[config.mk]
export PLATFORM = sky130hd
export DESIGN_NAME = period_meter
export DESIGN_NICKNAME = d
export VERILOG_FILES = /design/src/rtl/period_meter.sv
export SDC_FILE = /design/constraint.sdc
export NUM_CORES = 1
export LEC_CHECK = 0
export ABC_AREA = 0
export CAP_MARGIN = 20
export CORE_ASPECT_RATIO = 0.6
export CORE_MARGIN = 5
export CORE_UTILIZATION = 45
export CTS_CLUSTER_SIZE = 24
export DETAILED_ROUTE_END_ITERATION = 10
export PLACE_DENSITY = 0.67
export RECOVER_POWER = 100
export SLEW_MARGIN = 20
export SYNTH_ARGS = -nofsm -noshare
export SYNTH_HDL_FRONTEND = slang
export SYNTH_SLANG_ARGS = --single-unit
export TNS_END_PERCENT = 1
[constraint.sdc]
create_clock -name clk -period 3.1 [get_ports clk]
set_input_delay 0.62 -clock clk [delete_from_list [all_inputs] [get_ports clk]]
set_output_delay 0.62 -clock clk [all_outputs]
set_load 0.02 [all_outputs]
[src/rtl/period_meter.sv]
// period_meter
// Receives a slow, asynchronous square wave (typically a divided clock),
// brings it into the clk domain, emits a one-cycle clock enable on each rising
// edge and measures the period and high time of the wave in clk cycles.
// Downstream logic should use edge_tick as an enable instead of clocking
// anything from sig_in directly.
module period_meter #(
    parameter int CNT_W       = 24,
    parameter int SYNC_STAGES = 2
) (
    input  logic             clk,
    input  logic             rst,
    input  logic             sig_in,
    input  logic             enable,
    output logic             edge_tick,
    output logic [CNT_W-1:0] period,
    output logic [CNT_W-1:0] high_time,
    output logic             period_valid,
    output logic             overflow
);

    localparam logic [1:0] IDLE    = 2'd0;
    localparam logic [1:0] ARM     = 2'd1;
    localparam logic [1:0] MEASURE = 2'd2;

    localparam logic [CNT_W-1:0] CNT_MAX = {CNT_W{1'b1}};
    localparam logic [CNT_W-1:0] CNT_ONE = {{(CNT_W-1){1'b0}}, 1'b1};

    logic [SYNC_STAGES-1:0] sync_q;
    logic                   s_lvl;
    logic                   prev;
    logic [1:0]             state;
    logic [CNT_W-1:0]       cnt;
    logic [CNT_W-1:0]       hcnt;
    logic [CNT_W-1:0]       prev_ext;

    assign s_lvl    = sync_q[SYNC_STAGES-1];
    assign prev_ext = {{(CNT_W-1){1'b0}}, prev};

    // Shift the asynchronous input through the metastability chain; bit 0 is
    // the first flop to see sig_in, the top bit is the settled level s_lvl.
    always_ff @(posedge clk) begin
        if (rst) begin
            sync_q <= '0;
        end else begin
            sync_q <= {sync_q[SYNC_STAGES-2:0], sig_in};
        end
    end

    // Keep one cycle of level history and register the rising-edge pulse;
    // this runs independently of enable so the tick is always available.
    always_ff @(posedge clk) begin
        if (rst) begin
            prev      <= 1'b0;
            edge_tick <= 1'b0;
        end else begin
            prev      <= s_lvl;
            edge_tick <= s_lvl & ~prev;
        end
    end

    // Measurement FSM: the first tick after arming only starts counting,
    // every later tick closes a period and publishes the counts.
    always_ff @(posedge clk) begin
        if (rst) begin
            state        <= IDLE;
            cnt          <= '0;
            hcnt         <= '0;
            period       <= '0;
            high_time    <= '0;
            period_valid <= 1'b0;
            overflow     <= 1'b0;
        end else begin
            period_valid <= 1'b0;
            if (!enable) begin
                state    <= IDLE;
                cnt      <= '0;
                hcnt     <= '0;
                overflow <= 1'b0;
            end else begin
                case (state)
                    IDLE: begin
                        cnt   <= '0;
                        hcnt  <= '0;
                        state <= ARM;
                    end
                    ARM: begin
                        if (edge_tick) begin
                            cnt   <= CNT_ONE;
                            hcnt  <= CNT_ONE;
                            state <= MEASURE;
                        end
                    end
                    MEASURE: begin
                        if (edge_tick) begin
                            period       <= cnt;
                            high_time    <= hcnt;
                            period_valid <= 1'b1;
                            overflow     <= 1'b0;
                            cnt          <= CNT_ONE;
                            hcnt         <= CNT_ONE;
                        end else if (cnt != CNT_MAX) begin
                            cnt  <= cnt + CNT_ONE;
                            hcnt <= hcnt + prev_ext;
                        end else begin
                            overflow <= 1'b1;
                            cnt      <= '0;
                            hcnt     <= '0;
                            state    <= ARM;
                        end
                    end
                    default: begin
                        cnt   <= '0;
                        hcnt  <= '0;
                        state <= IDLE;
                    end
                endcase
            end
        end
    end

endmodule

==> flow_summary.ini <==
[run_status]
status = finished, violations left
violations = capacitance limit, slew limit

[clock_network]
htree_levels = 3
cts_tree = yes
cts_resized = 0
clkSinkCount = 104
hold_buffers = 0
post_cts_buffers = 0
cts_made_buffers = 9
clk_pin_slew_ps = 70
clock_latency_ps = 340
clk_path_buf_depth = 2
root_buffer = clkbuf_16

[routing]
drcViolationCount = 0
wire_per_inst_um = 14.9
drt-vias-per-instance = 5.58
num_vias = 4171
firstDrtPassIters = 5
wirelength_mm = 11.2
detail-route-antenna-nets = 0
drt_iter0_drc = 350

[worst_setup_path]
r2r-start = cnt[0]$_SDFFE_PP0P_
reg2regPathDepth = 7
r2r-end = cnt[4]$_SDFFE_PP0P_
worstSetupStartpointType = flop
ff2ff_setup_slack_ps = 370
arrival_ps = 2950
critPathKind = reg -> reg
critical_path.max_fanout = 10
cp-end-kind = flop
worstPathRequired_ps = 3320

[global_routing]
grt_max_degree = 51
use_met3 = 0.0436
grt_overflow_total = 0
grt_pass1_wl_mm = 18.9
grt_antenna_before_repair = 0
grt_pass1_vias = 3742
met1_usage = 0.281
gr-usage-met2 = 0.269
busiest_layer = met1
grt_usage = 0.187

[die]
num_rows = 28
die_h_um = 88.0
initial_core_util = 0.462
num_io_pins = 55
die_w_um = 140
core_area_um2 = 9880
die_area_um2 = 12300

[pwr]
p_leak_nw = 1.95
p_per_area_nw_per_um2 = 475
max-vdd-ir-drop_mv = 0.252

[place]
place_ws_ps = 374
place_inst = 732
port_buffers = 54
gp_congestion = 0.837
dp_hpwl_mm = 8.02

[yosys]
synth_top_cell_by_area = dfxtp_1
yosysSeqAreaShare = 0.456
syn_avg_cell_area_um2 = 7.99
synth_flop_cell = dfxtp_1
synth_nets = 582
netlist-cell-type-count = 49
synth_area_leaders = dfxtp_1 46%, nand2_1 11%, a21oi_1 8.9%
synth_top_area_frac = 0.456
synthesis.area_um2 = 4560
syn_inst = 571
synth_edf_count = 0
yosys_warnings = 0
async_reset_ff_frac = 0
ys_ff_latch = 104

[finish]
nFillCells = 938
layout_common_cells = 129 x nand2_1, 104 x dfxtp_1, 82 x a21oi_1
final_cells = 748
final_common_cell = nand2_1
syn2layout_area_growth_pct = 19.4
layout.nets = 619
diodes = 0
drive_gt1_frac = 0.0506

[hold_path]
whs_path_depth = 1
hp-start = prev$_SDFF_PP0_
min_to = edge_tick$_SDFF_PP0_
hold_path.class = reg -> reg

[timing]
clock_skew_ps = 9.49
finalCritPeriodShare = 0.880
drv_slew = 40
max_freq_mhz = 367
period_minus_slack_ps = 2730
fin_tns_setup_ps = 0
tightest_slew_ps = 1630
relSlewSlack = -0.0852
hold_viol = 0
rsz0062_at_grt = false
finalSetupViolCount = 0
worst_slack_ps = 373

[flow_run]
cap_viol_max_count = 1
registers in the layout (all words and copies together), names as in the netlist:
register,flops
cnt,24
hcnt,24
high_time,24
period,24
state,2
sync_q,2
edge_tick,1
overflow,1
period_valid,1
prev,1
per-layer routing:
metal	vias to the layer above	wire, µm
li1	2071	-
met1	1985	5940
met2	105	4590
met3	10	557
met4	0	81
met5	-	0
cell usage after synthesis, drive strengths merged, types with 2 or more instances:
| cell | count |
|---|---|
| nand4 | 13 |
| xnor2 | 6 |
| or4 | 5 |
| a211oi | 2 |
| nor2 | 14 |
| nor2b | 6 |
| inv | 14 |
| a41oi | 2 |
| mux2i | 2 |
| and3 | 14 |
| nor3 | 9 |
| o21ai | 27 |
| and4 | 4 |
| and2 | 2 |
| nand2 | 129 |
| ha | 7 |
| xor2 | 3 |
| dfxtp | 104 |
| or3 | 9 |
| nand2b | 8 |
| a31oi | 19 |
| or2 | 2 |
| nor4 | 5 |
| a22o | 3 |
| o21bai | 2 |
| clkbuf | 32 |
| buf | 6 |
| nand3 | 31 |
| a21oi | 82 |
area by class of cell:
type                    instances  area, µm²  area share
multi-input cells             415       2240       0.411
flip-flops and latches        104       2080       0.382
repair buffers                 64        591       0.108
clock buffers                  10        229      0.0420
well taps                     135        169      0.0310
clock inverters                 6       83.8      0.0154
inverters                      14       52.6     0.00965
power breakdown:
part / switching (mW) / total [mW] / internal (mW)
logic: 0.0306 / 0.0441 / 0.0135
clock network: 0.498 / 1.20 / 0.705
registers: 0.00264 / 1.34 / 1.34
through the flow:
| step | hold slack, ps | cell area [µm²] | utilization | total power, mW |
|---|---|---|---|---|
| 3_3_place_gp | 405 | 5170 | 0.523 | 1.41 |
| 5_1_grt | 469 | 5450 | 0.551 | 2.67 |
| 2_1_floorplan | 398 | 4560 | - | 1.40 |
| 3_5_place_dp | 425 | 5170 | 0.523 | 1.42 |
| 4_1_cts | 437 | 5480 | 0.555 | 2.61 |
| 6_report | 438 | 5450 | 0.551 | 2.59 |
cell families (layout without fill, tap and decap cells):
| logic type | after synthesis | count (layout) | share of synthesized area |
|---|---|---|---|
| and+or+nand+nor | 254 | 254 | 0.279 |
| AOI/OAI and AO/OA | 142 | 142 | 0.172 |
| DFF | 104 | 104 | 0.456 |
| buffers and inverters | 52 | 94 | 0.0499 |
| xor gates and xnor gates | 9 | 9 | 0.0173 |
| adders and majority gates | 7 | 7 | 0.0192 |
| muxes | 3 | 3 | 0.00685 |
worst max-delay path by stage:
stage,startpoint,end,slack [ps],depth (start not counted)
2_1_floorplan,cnt[0]$_SDFFE_PP0P_,cnt[12]$_SDFFE_PP0P_,1070,8
3_3_place_gp,enable,hcnt[20]$_SDFFE_PP0P_,440,7
3_5_place_dp,enable,cnt[18]$_SDFFE_PP0P_,370,7
4_1_cts,cnt[0]$_SDFFE_PP0P_,cnt[15]$_SDFFE_PP0P_,530,7
5_1_grt,cnt[0]$_SDFFE_PP0P_,hcnt[20]$_SDFFE_PP0P_,180,7
6_report,cnt[0]$_SDFFE_PP0P_,cnt[4]$_SDFFE_PP0P_,370,7
critical path, cell delays in order, from the launching register on:
cell and delay (ps):
dfxtp_1 450, ha_1 270, nand4_1 240, or4_1 540, o21ai_1 540, clkbuf_1 330, or3_1 150, o21ai_0 80
(Power assumes the default switching activity.)
